### src/rtl/mapper_ascii.sv
// ASCII8 / ASCII16 MSX cartridge mapper: bank registers latched on CPU writes,
// 0x4000-0xBFFF translated to a linear ROM or battery-SRAM address.
package mapper_pkg;
    typedef enum logic [2:0] {
        MAPPER_NONE,
        MAPPER_ASCII8,
        MAPPER_ASCII16,
        MAPPER_KONAMI,
        MAPPER_KONAMI_SCC
    } mapper_typ_t;
endpackage

module mapper_ascii
    import mapper_pkg::*;
#(
    parameter int ADDR_W   = 27,
    parameter int BANK_W   = 8,
    parameter int SRAM_EN  = 1,
    parameter int SRAM_BIT = 7
) (
    input  logic              clk,
    input  logic              reset_n,
    input  logic              cpu_mreq,
    input  logic              cpu_rd,
    input  logic              cpu_wr,
    input  logic [15:0]       cpu_addr,
    input  logic [7:0]        cpu_data,
    input  mapper_typ_t       mapper,
    input  logic [ADDR_W-1:0] rom_base,
    input  logic [BANK_W-1:0] bank_mask,
    input  logic [ADDR_W-1:0] sram_base,
    output logic [ADDR_W-1:0] mem_addr,
    output logic              mem_rnw,
    output logic              rom_cs,
    output logic              sram_cs
);

    // Bit of the bank register that pages in SRAM; never part of a ROM bank number.
    localparam logic [BANK_W-1:0] SRAM_MSK = (SRAM_EN != 0) ? (BANK_W'(1) << SRAM_BIT) : '0;

    logic [BANK_W-1:0] bank_q [4];
    logic              wr_q;

    logic              is_a8, is_a16, sel, act, wr_pulse, reg_hit;
    logic [1:0]        page_idx;
    logic [BANK_W-1:0] b, rom_bank;
    logic              is_sram;
    logic              unused_rd;

    assign unused_rd = cpu_rd;
    assign is_a8     = (mapper == MAPPER_ASCII8);
    assign is_a16    = (mapper == MAPPER_ASCII16);
    assign sel       = is_a8 | is_a16;
    assign act       = sel & cpu_mreq & (cpu_addr[15] ^ cpu_addr[14]);
    assign wr_pulse  = act & cpu_wr & ~wr_q;
    assign reg_hit   = wr_pulse & (cpu_addr[15:13] == 3'b011);

    // wr_q resets high so a strobe held across reset release is not seen as a new edge.
    always_ff @(posedge clk) begin
        if (!reset_n) begin
            for (int i = 0; i < 4; i++) bank_q[i] <= '0;
            wr_q <= 1'b1;
        end else begin
            wr_q <= cpu_wr;
            if (reg_hit) begin
                if (is_a8)
                    bank_q[cpu_addr[12:11]] <= BANK_W'(cpu_data);
                else if (!cpu_addr[11])
                    bank_q[{1'b0, cpu_addr[12]}] <= BANK_W'(cpu_data);
            end
        end
    end

    assign page_idx = is_a8 ? {cpu_addr[15], cpu_addr[13]} : {1'b0, cpu_addr[15]};
    assign b        = bank_q[page_idx];
    assign is_sram  = |(b & SRAM_MSK);
    assign rom_bank = b & bank_mask & ~SRAM_MSK;

    always_comb begin
        mem_addr = '1;
        mem_rnw  = 1'b1;
        rom_cs   = 1'b0;
        sram_cs  = 1'b0;
        if (act) begin
            rom_cs  = ~is_sram;
            sram_cs = is_sram;
            mem_rnw = ~(is_sram & cpu_wr & cpu_addr[15]);
            if (is_sram)
                mem_addr = is_a8 ? sram_base + ADDR_W'(cpu_addr[12:0])
                                 : sram_base + ADDR_W'(cpu_addr[10:0]);
            else if (is_a8)
                mem_addr = rom_base + (ADDR_W'(rom_bank) << 13) + ADDR_W'(cpu_addr[12:0]);
            else
                mem_addr = rom_base + (ADDR_W'(rom_bank) << 14) + ADDR_W'(cpu_addr[13:0]);
        end
    end

endmodule

### config.mk
export PLATFORM = sky130hd
export DESIGN_NAME = mapper_ascii
export DESIGN_NICKNAME = d
export VERILOG_FILES = /design/src/rtl/mapper_ascii.sv
export SDC_FILE = /design/constraint.sdc
export NUM_CORES = 1
export LEC_CHECK = 0
export BUFFER_PORTS_ARGS = -buffer_cell sky130_fd_sc_hd__buf_2
export CAP_MARGIN = 0
export CELL_PAD_IN_SITES_DETAIL_PLACEMENT = 0
export CELL_PAD_IN_SITES_GLOBAL_PLACEMENT = 1
export CORE_MARGIN = 2
export CORE_UTILIZATION = 39
export DETAILED_ROUTE_END_ITERATION = 8
export PLACE_DENSITY = 0.91
export SLEW_MARGIN = 20
export SYNTH_ARGS = -nofsm -noshare
export SYNTH_HDL_FRONTEND = slang
export SYNTH_SLANG_ARGS = --single-unit
### constraint.sdc
create_clock -name clk -period 4.5 [get_ports clk]
set_input_delay 0.45 -clock clk [delete_from_list [all_inputs] [get_ports clk]]
set_output_delay 0.45 -clock clk [all_outputs]
set_load 0.05 [all_outputs]
Yosys cells after proc, flatten, opt, wreduce, memory -nomap -nowiden
Memory sizes are Yosys's and may differ from the RTL's. Cells that the tools add are included.

ROM bits: 0. Output and inout bits: 30. RAM bits: 32. Bits of input ports: 94. Register bits: 1. Word-level logic and storage cells: 50. Memories kept: 1. Bits in latches: 0.

Multipliers: 0. Div/mod/pow operators: 0. Magnitude comparators: 0. Equal/unequal tests: 3. Reduce and logical (&&, ||, !) cells: 2. Multiplexer cells: 24. Bitwise gates (word level): 13. Shift operators: 0. $add $sub $neg: 6.

Memories: bank_q (depth 4, bits a word 8, rd ports 1, clocked after memory_dff 0, wr ports 4, line 41) `logic [BANK_W-1:0] bank_q [4];`.

Operator list (number): 2-to-1 mux 27 bit (4); adder 27 x 13 -> 27 bit (2); adder 27 x 11 -> 27 bit (1); adder 27 x 14 -> 27 bit (1); adder 27 x 20 -> 27 bit (1); adder 27 x 21 -> 27 bit (1); 2-to-1 mux 8 bit (2); OR reduction 8 bit (2); 2-to-1 mux 1 bit (15); bitwise AND 1 bit (7); bitwise AND 7 bit (1); == test 3 x 2 -> 1 bit, second input constant (2); 2-to-1 mux 2 bit (3); == test 3 x 1 -> 1 bit, second input constant (1); inverter 1 bit (3); bitwise OR 1 bit (1); XOR 1 bit (1).

Longest topological paths before layout
Gate-level depths: netlist (run 1).

Depth after elaboration: 13. Gate-level depth with buffers: 17. Depth with buffers taken out: 15.

Worst setup path before layout (run 1)
Ideal clock, no wire load.

Kind: input port to output port. From: in cpu_addr[13]. To: out mem_addr[24]. Stages: 17. Arrival: 4267 ps. Path slack: -217 ps. Data required time: 4050 ps. Buffers on the path: 3. Cells stage by stage: clkbuf_1 -> nand2_1 -> a21boi_0 -> buf_1 -> mux2i_1 -> nand2_1 -> and3_1 -> ha_1 -> clkbuf_1 -> nand4_1 -> nor2_1 -> a211oi_1 -> nor2b_1 -> nor2_1 -> o211a_1 -> or4_1 -> a32oi_1.

Longest elaborated chain between the ends: 8. Elaborated cells on any way between the ends: 10. Those cells by class: 4 x add/sub; 4 x mux; 1 x bitwise; 1 x memory.

Ends and longest elaborated chain: start, declared (line 26) `input logic [15:0] cpu_addr,`; 2-to-1 mux 2 bit (line 74) `assign page_idx = is_a8 ? {cpu_addr[15], cpu_addr[13]} : {1'b0, cpu_addr[15]};`; memory read (4 x 8 bit); bitwise AND 7 bit (line 77) `assign rom_bank = b & bank_mask & ~SRAM_MSK;`; adder 27 x 21 -> 27 bit / adder 27 x 20 -> 27 bit (equally long branches) (line 94, 92); adder 27 x 14 -> 27 bit / adder 27 x 13 -> 27 bit (equally long branches) (line 94, 92); 2-to-1 mux 27 bit (line 91) `else if (is_a8)`; 2-to-1 mux 27 bit (*) (line 88) `if (is_sram)`; 2-to-1 mux 27 bit (*) (line 84) `if (act) begin`; end, declared (line 32) `output logic [ADDR_W-1:0] mem_addr,`.

Every way passes the cells marked *; elsewhere a longest branch is shown, timed or not.

Worst setup path in the final report (run 1)
From: in mapper[0]. To: out mem_addr[19].

Longest elaborated chain between the ends: 9. Elaborated cells on any way between the ends: 16. Those cells by class: 4 x add/sub; 2 x eq/ne; 5 x mux; 4 x bitwise; 1 x memory.

Ends and longest elaborated chain: start, declared (line 28) `input mapper_typ_t mapper,`; == test 3 x 1 -> 1 bit (line 51) `assign is_a8 = (mapper == MAPPER_ASCII8);`; 2-to-1 mux 2 bit (line 74); memory read (4 x 8 bit); bitwise AND 7 bit (line 77); adder 27 x 21 -> 27 bit / adder 27 x 20 -> 27 bit (equally long branches) (line 94, 92); adder 27 x 14 -> 27 bit / adder 27 x 13 -> 27 bit (equally long branches) (line 94, 92); 2-to-1 mux 27 bit (line 91); 2-to-1 mux 27 bit (line 88); 2-to-1 mux 27 bit (*) (line 84).

Marked as above.

==> results of run 1 <==
-- routing by layer --
layer / global-route usage / part of all wire / vias to the layer above
met5: 0 / 0 / -
met4: 0.05357 / 0.017 / 0
met3: 0.01822 / 0.064 / 22
met2: 0.3782 / 0.47 / 161
met1: 0.2804 / 0.45 / 2121
li1: - / - / 2305
-- flip-flops by register name, summed over array words and instances (netlist names) --
register  cells
wr_q          1
bank_q       32
-- cell type report --
cell class	instances	share of cell area
Inverter	24	0.01666
Clock inverter	2	0.006249
Clock buffer	6	0.02384
Multi-Input combinational cell	472	0.6117
Timing Repair Buffer	131	0.1277
Tap cell	140	0.03240
Sequential cell	33	0.1814
-- cells in the mapped netlist, types with 3 or more instances --
library cell  number  area share
a311o_1            3      0.0068
o31ai_1            4      0.0068
a32oi_1            7       0.014
clkbuf_1          10      0.0085
and3_1            15       0.021
inv_1             24       0.020
or3_1              5      0.0071
a21o_1            24       0.041
o21a_1             6       0.010
a211oi_1           7       0.012
and4_1             5       0.010
or2_2              3      0.0043
o21ai_0           20       0.023
and2_1             3      0.0043
buf_1              3      0.0026
o21bai_1           3      0.0051
nand2b_1           8       0.011
mux2i_1           18       0.041
a21oi_1           34       0.039
buf_2              4      0.0046
edfxtp_1          32        0.22
nand2_1           71       0.061
a211o_1            3      0.0060
xor2_1            24       0.048
nand4_1           10       0.014
ha_1              41        0.12
nand3_1           20       0.023
o211ai_1          17       0.029
xnor2_1           14       0.028
nor2b_1            4      0.0057
a31oi_1            6      0.0085
nor3_1             3      0.0034
nor2_1            50       0.043
or4_1              3      0.0051
-- layout by cell type (no fill, tap or decap), drive strengths merged, types with 3 or more instances in the layout --
cell type,n
a211o,3
a211oi,7
a21o,24
a21oi,36
a311o,3
a31oi,6
a32oi,7
and2,3
and3,15
and4,5
buf,127
clkbuf,10
edfxtp,32
ha,41
inv,24
mux2i,18
nand2,71
nand2b,8
nand3,20
nand4,10
nor2,50
nor2b,5
nor3,3
o211ai,17
o21a,6
o21ai,21
o21bai,3
o31ai,4
or2,3
or3,5
or4,4
xnor2,14
xor2,24
-- cell families (layout without fill, tap and decap cells) --
group,after synthesis,after routing,synth area share
and+or+nand+nor,213,213,0.2418
AOI/OAI and AO/OA,160,160,0.2541
adders and majority gates,43,43,0.1257
buffers and inverters,42,163,0.03869
xor gates and xnor gates,38,38,0.07568
DFF,33,33,0.2230
muxes,18,18,0.04097
-- metrics by stage --
step           power [mW]  area [um2]
6_report            1.199        5406
5_1_grt             1.263        5406
4_1_cts             1.194        5385
3_5_place_dp       0.8240        5223
3_3_place_gp       0.8125        5223
2_1_floorplan      0.6852        4447
-- worst min-delay path by stage --
stage	slack, ns	endpoint	from
2_1_floorplan	0.52	wr_q$_SDFF_PN1_	reset_n
4_1_cts	0.40	wr_q$_SDFF_PN1_	cpu_wr
6_report	0.39	wr_q$_SDFF_PN1_	cpu_wr
3_5_place_dp	0.68	wr_q$_SDFF_PN1_	cpu_wr
3_3_place_gp	0.67	wr_q$_SDFF_PN1_	cpu_wr
5_1_grt	0.41	wr_q$_SDFF_PN1_	cpu_wr
-- report_power, final --
group / switching (mW) / internal (mW)
clock network: 0.115 / 0.259
logic: 0.284 / 0.195
registers: 0.00208 / 0.344
-- what timing repair did --
action,in CTS,in global routing
buffers inserted,0,0
setup endpoints to repair,0,8
resized for setup,0,9
==> impl_metrics.toml, run 1 <==
[run_status]
status = "finished, final reports clean"

[timing]
rsz0062_at_grt = "false"
setup_ws_ns = 0.1950
period_share = 0.9567
period_minus_slack_ns = 4.305
final.setup.tns_ns = 0
finalClockSkew_ns = 0.003006
slew_violations = 0
max_freq_mhz = 232.3
setup_violations = 0
worst_pin_slew_ns = 0.6915
relSlewSlack = 0.5341
whs_ns = 0.3949
hold_violations = 0

[grt]
grt-ovfl-total = 0
grt_pass1_wl_um = 20510
grt_pass1_vias = 4429
grt_max_degree = 27
grt_use_total = 0.2136
antenna_found_initial = 0

[clock_network]
hold_buffers = 0
tritoncts = "built"
numClockSinks = 33
clock_latency_ns = 0.27
htreeDepth = 2
numCtsBuffers = 5
ctsRootBufferMaster = "clkbuf_16"
clock_path_buffers = 2
clkTransAtPathRegs_ns = 0.05

[drt]
num_vias = 4609
wire_per_inst_um = 16.01
avgViaCountPerCell = 5.704
ant_nets = 0
routed_wl_um = 12940
drc_errors = 0
first_iter_violations = 224
first_pass_iters = 5

[placed_design]
io_buffer_count = 121
dp_hpwl_um = 10550
preCtsSetupSlack_ns = 0.1187
place_inst = 800
place.gp.congestion = 0.9222

[logic_synthesis]
syn_nets = 684
syn_area_mm2 = 0.004398
async_reset_ff_frac = 0
synthCells = 547
yosysWarnings = 0
yosys_most_used_dff = "edfxtp_1"
syn_avg_cell_area_um2 = 8.040
ys_seq_area_frac = 0.2230
ys_ff_latch = 33
ys_types = 67
synth_edf_count = 32

[layout]
nFillCells = 1086
regArea_um2 = 980.9
finalNonFillerCells = 808
fin_util = 0.4944
drive_gt1_frac = 0.2395
final_net_count = 804
area_growth_pct = 22.93
multi_input_area_mm2 = 0.003307
n_antenna_cell = 0

[power]
vdd_drop_max_mv = 0.2543
powerDensity_mw_per_mm2 = 221.8
leakagePower_nw = 2.489

[critical_path]
critPathSlowestCell = "a311oi_1"
cpLargestDelayFamily = "simple AND/OR/NAND/NOR gates"
cp_data_arrival_time_ns = 3.86
crit_required_ns = 4.05
critPathLaunchType = "input port"
path_depth = 17
r2r-start = "wr_q$_SDFF_PN1_"
crit_buf_inv = 3
crit_path_max_incr_delay_ns = 0.41
worstRegToRegCells = 5
worstPathCellList = "buf_2 -> nor3b_4 -> nand2_1 -> a21boi_1 -> buf_4 -> mux2i_1 -> nand2_1 -> and3_1 -> ha_1 -> a21oi_1 -> nor2b_1 -> or3_1 -> a311oi_1 -> or3b_2 -> nand3_1 -> a32oi_2 -> buf_2"
reg2reg_to = "bank_q[2][5]$_SDFFCE_PN0P_"
path_class = "input port to output pin"
crit_path_end_kind = "output pin"
reg2reg_setup_slack_ns = 2.61
critPathMaxFanout = 5
startpoint = "mapper[0]"
critPathCapture = "mem_addr[19]"

[floorplanning]
core-area_mm2 = 0.01094
placement_rows = 38
initial_utilization = 0.4022
fp.dieH_um = 110.2
die-area_mm2 = 0.01214
fp.dieW_um = 110.2
io-pin-count = 124

[run]
maxCapViolCount = 0

[hold_path]
hold_path_class = "input port to flip-flop"
hold_depth = 2
Note: power is estimated with default switching activity, not from simulation.
==> run 2, diff against run 1 <==
CORE_ASPECT_RATIO = 2   (was default)
SETUP_SLACK_MARGIN = 0.3   (was default)
clock period = 4.7 ns   (was 4.5 ns; I/O delays follow)
==> run 2 against run 1 <==
Net effect: non-clock buffer count increased by 9; register-to-register slack gained 0.24 ns; sequential share of layout area shrank 0.90 points; clock power decreased by 21%; via count rose by 2.1%; count of clock-buffer cells in the layout shrank 1; cell count increased by 1.2%; critical endpoint is now mem_addr[25]; largest cell class unchanged; largest power group unchanged.
==> impl_metrics.toml, run 2 (synthesis results as in run 1) <==
[critical_path]
r2r-start = "wr_q$_SDFF_PN1_"
crit_path_end_kind = "output pin"
critPathMaxFanout = 7
worstRegToRegCells = 5
reg2reg_setup_slack_ns = 2.85
critPathLaunchType = "input port"
critPathCapture = "mem_addr[25]"
crit_required_ns = 4.23
reg2reg_to = "bank_q[2][4]$_SDFFCE_PN0P_"
cp_data_arrival_time_ns = 3.82
startpoint = "mapper[2]"
path_class = "input port to output pin"

[grt]
grt.busiest_layer = "met2"
grt_use_total = 0.2378
grt-ovfl-total = 0
use_met1 = 0.2221
use_met3 = 0.02100
antenna_found_initial = 1
grt_pass1_wl_um = 22700
grt_use_met2 = 0.4919
grt_max_degree = 27
grt_pass1_vias = 4638

[floorplanning]
initial_utilization = 0.4018
fp.dieH_um = 154.2
core-area_mm2 = 0.01095
placement_rows = 54
die-area_mm2 = 0.01219
io-pin-count = 124
fp.dieW_um = 79.09

[placed_design]
place_inst = 803
place.gp.congestion = 0.9890
placed_cell_area_mm2 = 0.005311
dp_hpwl_um = 12490
io_buffer_count = 121
preCtsSetupSlack_ns = 0.1624

[drt]
ant_nets = 0
first_pass_iters = 4
first_iter_violations = 190
num_vias = 4706
avgViaCountPerCell = 5.753
routed_wl_um = 15010
wire_per_inst_um = 18.35
drc_errors = 0

[timing]
finalClockSkew_ns = 0.001557
final.setup.tns_ns = 0
max_freq_mhz = 233.1
period_share = 0.9127
rsz0062_at_grt = "true"
setup_violations = 0
setup_ws_ns = 0.4105
worst_pin_slew_ns = 0.7311
slew_violations = 0
relSlewSlack = 0.5121
hold_violations = 0
period_minus_slack_ns = 4.289

[power]
finalPower_mw = 1.140
vdd_drop_max_mv = 0.3780
powerDensity_mw_per_mm2 = 200.4
leakagePower_nw = 2.548

[layout]
area_growth_pct = 29.33
drive_gt1_frac = 0.2806
finalNonFillerCells = 818
final_common_cell = "buf_2"
finalInstanceArea_mm2 = 0.005688
largest_reg_flops = 32
final_net_count = 813
top_regs = "bank_q: 32 flops, wr_q: 1 flops"
regMostFlops = "bank_q"
final_cell_mix = "buf_2, nand2_1, nor2_1"

[clock_network]
numCtsBuffers = 5
numClockSinks = 33
clock_latency_ns = 0.27
hold_buffers = 0
clock_path_buffers = 2
tritoncts = "built"
htreeDepth = 2
ctsRootBufferMaster = "clkbuf_16"
clkTransAtPathRegs_ns = 0.05

[hold_path]
hold_path_class = "input port to flip-flop"

[run]
maxCapViolCount = 0

[run_status]
status = "finished, final reports clean"
==> run 2: cell count changes in the layout (fill, tap and decap cells not counted), sizes merged <==
cell    delta
buf       +13
bufinv     -1
clkbuf     -5
clkinv     +2
diode      +1
==> run 2: worst max-delay path, cell delays in order <==
cell and delay (ns):
buf_2 0.13, nor3b_4 0.21, nand2_1 0.09, a21boi_2 0.15, buf_4 0.17, mux2i_1 0.14
nand2_1 0.07, and3_1 0.23, ha_2 0.43, nand2_1 0.12, a311o_1 0.35, a31oi_1 0.21
o22ai_2 0.19, or3_4 0.41, a32oi_4 0.23, buf_6 0.19
==> run 2: worst min path at each step <==
stage	endpoint	cells after the start	start	slack, ns
after floorplan	wr_q$_SDFF_PN1_	1	reset_n	0.54
after global placement	wr_q$_SDFF_PN1_	2	cpu_wr	0.70
after detailed placement	wr_q$_SDFF_PN1_	2	cpu_wr	0.70
after CTS	wr_q$_SDFF_PN1_	2	cpu_wr	0.42
after global routing	wr_q$_SDFF_PN1_	2	cpu_wr	0.43
final	wr_q$_SDFF_PN1_	2	cpu_wr	0.42
==> run 2: timing repair <==
item                       CTS  global route
buffers inserted             0             6
setup endpoints to repair    6             9
pin swaps                    0             8
gates resized for setup      6            44
==> run 2: layout make-up <==
type / count / area (um2)
fillers: 1117 / 5258
multi-input cells: 472 / 3513
flip-flops and latches: 33 / 980.9
repair buffers: 140 / 788.3
well taps: 140 / 175.2
clock buffers: 5 / 125.1
inverters: 24 / 90.09
clock inverters: 3 / 12.51
diodes: 1 / 2.502
==> run 2: through the flow <==
stage	utilization	hold slack, ns
2_1_floorplan	-	0.5430
3_3_place_gp	0.4853	0.6964
3_5_place_dp	0.4853	0.7014
4_1_cts	0.5000	0.4211
5_1_grt	0.5197	0.4300
6_report	0.5197	0.4247
==> run 2: power breakdown <==
group          leakage (nW)  internal, mW  switching [mW]  total [mW]
logic                  2.13         0.210           0.301       0.511
clock network        0.0687         0.191           0.106       0.296
registers             0.352         0.330         0.00215       0.332
total                  2.55         0.731           0.409        1.14
==> run 2: layer usage <==
metal	vias to the layer above	wire length (um)
li1	2317	-
met1	2197	4946
met2	152	8770
met3	40	628
met4	0	663
met5	-	0
==> run 3, diff against run 2 <==
clock period = 4.3 ns   (was 4.7 ns; I/O delays follow)
==> run 3 against run 2 <==
Net effect: setup slack got worse by 0.13 ns; combinational power rose by 23%; count of clock-buffer cells in the layout rose by 3; non-clock buffer count rose by 32; sequential share of layout area fell by 1.6 points; power rose by 17%; cell count rose by 3.8%; critical endpoint is now mem_addr[24]; die area did not move; clock power rose by 16%.
==> impl_metrics.toml, run 3 (synthesis results as in run 1) <==
[floorplanning]
fp.dieW_um = 79.09
placement_rows = 54
fp.dieH_um = 154.2
die-area_mm2 = 0.01219
initial_utilization = 0.4018
core-area_mm2 = 0.01095
io-pin-count = 124

[critical_path]
crit_required_ns = 3.87
critPathMaxFanout = 6
r2r-start = "wr_q$_SDFF_PN1_"
worstPathCellList = "buf_8 -> nor3b_4 -> nand2_1 -> a21boi_2 -> buf_6 -> mux2i_2 -> nand2_1 -> and3_4 -> buf_4 -> ha_1 -> nand4_1 -> nor2_1 -> a211oi_2 -> nor2b_1 -> nor2_1 -> o211a_4 -> or4_4 -> a32oi_4 -> buf_6"
crit_path_max_incr_delay_ns = 0.50
crit_path_end_kind = "output pin"
critPathLaunchType = "input port"
cp_data_arrival_time_ns = 3.59
startpoint = "mapper[2]"
path_class = "input port to output pin"
critPathSlowestCell = "or4_4"

[timing]
worst_pin_slew_ns = 0.7175
relSlewSlack = 0.5184
final.setup.tns_ns = 0
hold_violations = 0
slew_violations = 0
setup_violations = 0
period_share = 0.9341
rsz0062_at_grt = "true"
period_minus_slack_ns = 4.017
finalClockSkew_ns = 0.001958
whs_ns = 0.3912
max_freq_mhz = 249.0

[clock_network]
numClockSinks = 33
tritoncts = "built"
ctsRootBufferMaster = "clkbuf_16"
clkTransAtPathRegs_ns = 0.05
clock_path_buffers = 2
numCtsBuffers = 5
clock_latency_ns = 0.28
htreeDepth = 2

[drt]
highest_layer = "met4"
wl_met3_um = 673
ant_nets = 0
num_vias = 4980
routed-wl-met2_um = 8631
wire_per_inst_um = 18.04
first_iter_violations = 154
m1WireLength_um = 5105
first_pass_iters = 4
routed_wl_um = 15320
avgViaCountPerCell = 5.866
drc_errors = 0

[hold_path]
hold_path_class = "input port to flip-flop"
min_from = "cpu_wr"

[grt]
grt_pass1_wl_um = 23890
grt-ovfl-total = 0
grt_pass1_vias = 5202
grt_use_total = 0.2453
grt_max_degree = 27
antenna_found_initial = 0

[layout]
nFillCells = 1009
finalNonFillerCells = 849
drive_gt1_frac = 0.3597
final_common_cell = "buf_2"
final_cell_mix = "buf_2, nand2_1, nor2_1, buf_4, edfxtp_1"
n_antenna_cell = 0
regMostFlops = "bank_q"
final_net_count = 845
largest_reg_flops = 32
top_regs = "bank_q: 32 flops, wr_q: 1 flops"
finalInstanceArea_mm2 = 0.006257
area_growth_pct = 42.28

[power]
leakagePower_nw = 2.759
powerDensity_mw_per_mm2 = 213.6
vdd_drop_max_mv = 0.3017

[placed_design]
io_buffer_count = 121
dp_hpwl_um = 12370
place_inst = 833
place.gp.congestion = 0.9759
placed_cell_area_mm2 = 0.005553

[run_status]
status = "finished, final reports clean"

[run]
maxCapViolCount = 0
==> run 3: path summary, 6_finish.rpt <==
path                                                    to  slack, ns  cells after the start
worst max-delay path                          mem_addr[24]       0.28                     19
worst min-delay path                       wr_q$_SDFF_PN1_       0.39                      2
worst max register to register  bank_q[2][6]$_SDFFCE_PN0P_       2.32                      5
worst min register to register      bank_q[3][4]$_DFFE_PP_       0.95                      5
==> run 3: timing repair <==
item / 4_1_cts / 5_1_grt
resized for setup: 60 / 45
hold buffers: 0 / 0
setup buffers: 2 / 6
pin swaps: 21 / 20
setup endpoints to repair: 10 / 12
==> run 3: power breakdown <==
| group | switching [mW] | internal (mW) | total (mW) | leakage (nW) |
|---|---|---|---|---|
| logic | 0.350 | 0.279 | 0.629 | 2.34 |
| clock network | 0.114 | 0.230 | 0.344 | 0.0712 |
| registers | 0.00263 | 0.361 | 0.363 | 0.352 |
==> run 3: final cells by class <==
class	instances	area, um2	share of cell area
clock buffer	8	146.4	0.02340
inverter	24	90.09	0.01440
multi-input combinational	472	3771	0.6027
sequential	33	980.9	0.1568
tap	140	175.2	0.02799
timing repair buffer	172	1094	0.1748
==> run 3: metal layers <==
| layer | global-route usage | vias up |
|---|---|---|
| li1 | - | 2374 |
| met1 | 0.2185 | 2349 |
| met2 | 0.5000 | 187 |
| met3 | 0.02567 | 70 |
| met4 | 0.1420 | 0 |
| met5 | 0 | - |
==> run 3: worst max-delay path, delay by kind of cell <==
kind                     cells  cell delay [ns]
AO/OA/AOI/OAI                4             0.58
adder cells (fa/ha/maj)      1             0.35
buffers and inverters        4             0.56
multiplexers                 1             0.16
AND/OR/NAND/NOR              9             1.48
==> run 3: metrics by stage <==
step           power (mW)  utilization  setup WS [ns]
2_1_floorplan      0.7244            -         0.3059
3_3_place_gp       0.8997       0.5073       -0.02151
3_5_place_dp       0.9140       0.5073       -0.08890
4_1_cts             1.296       0.5508         0.2380
5_1_grt             1.404       0.5717         0.1258
6_report            1.336       0.5717         0.2833
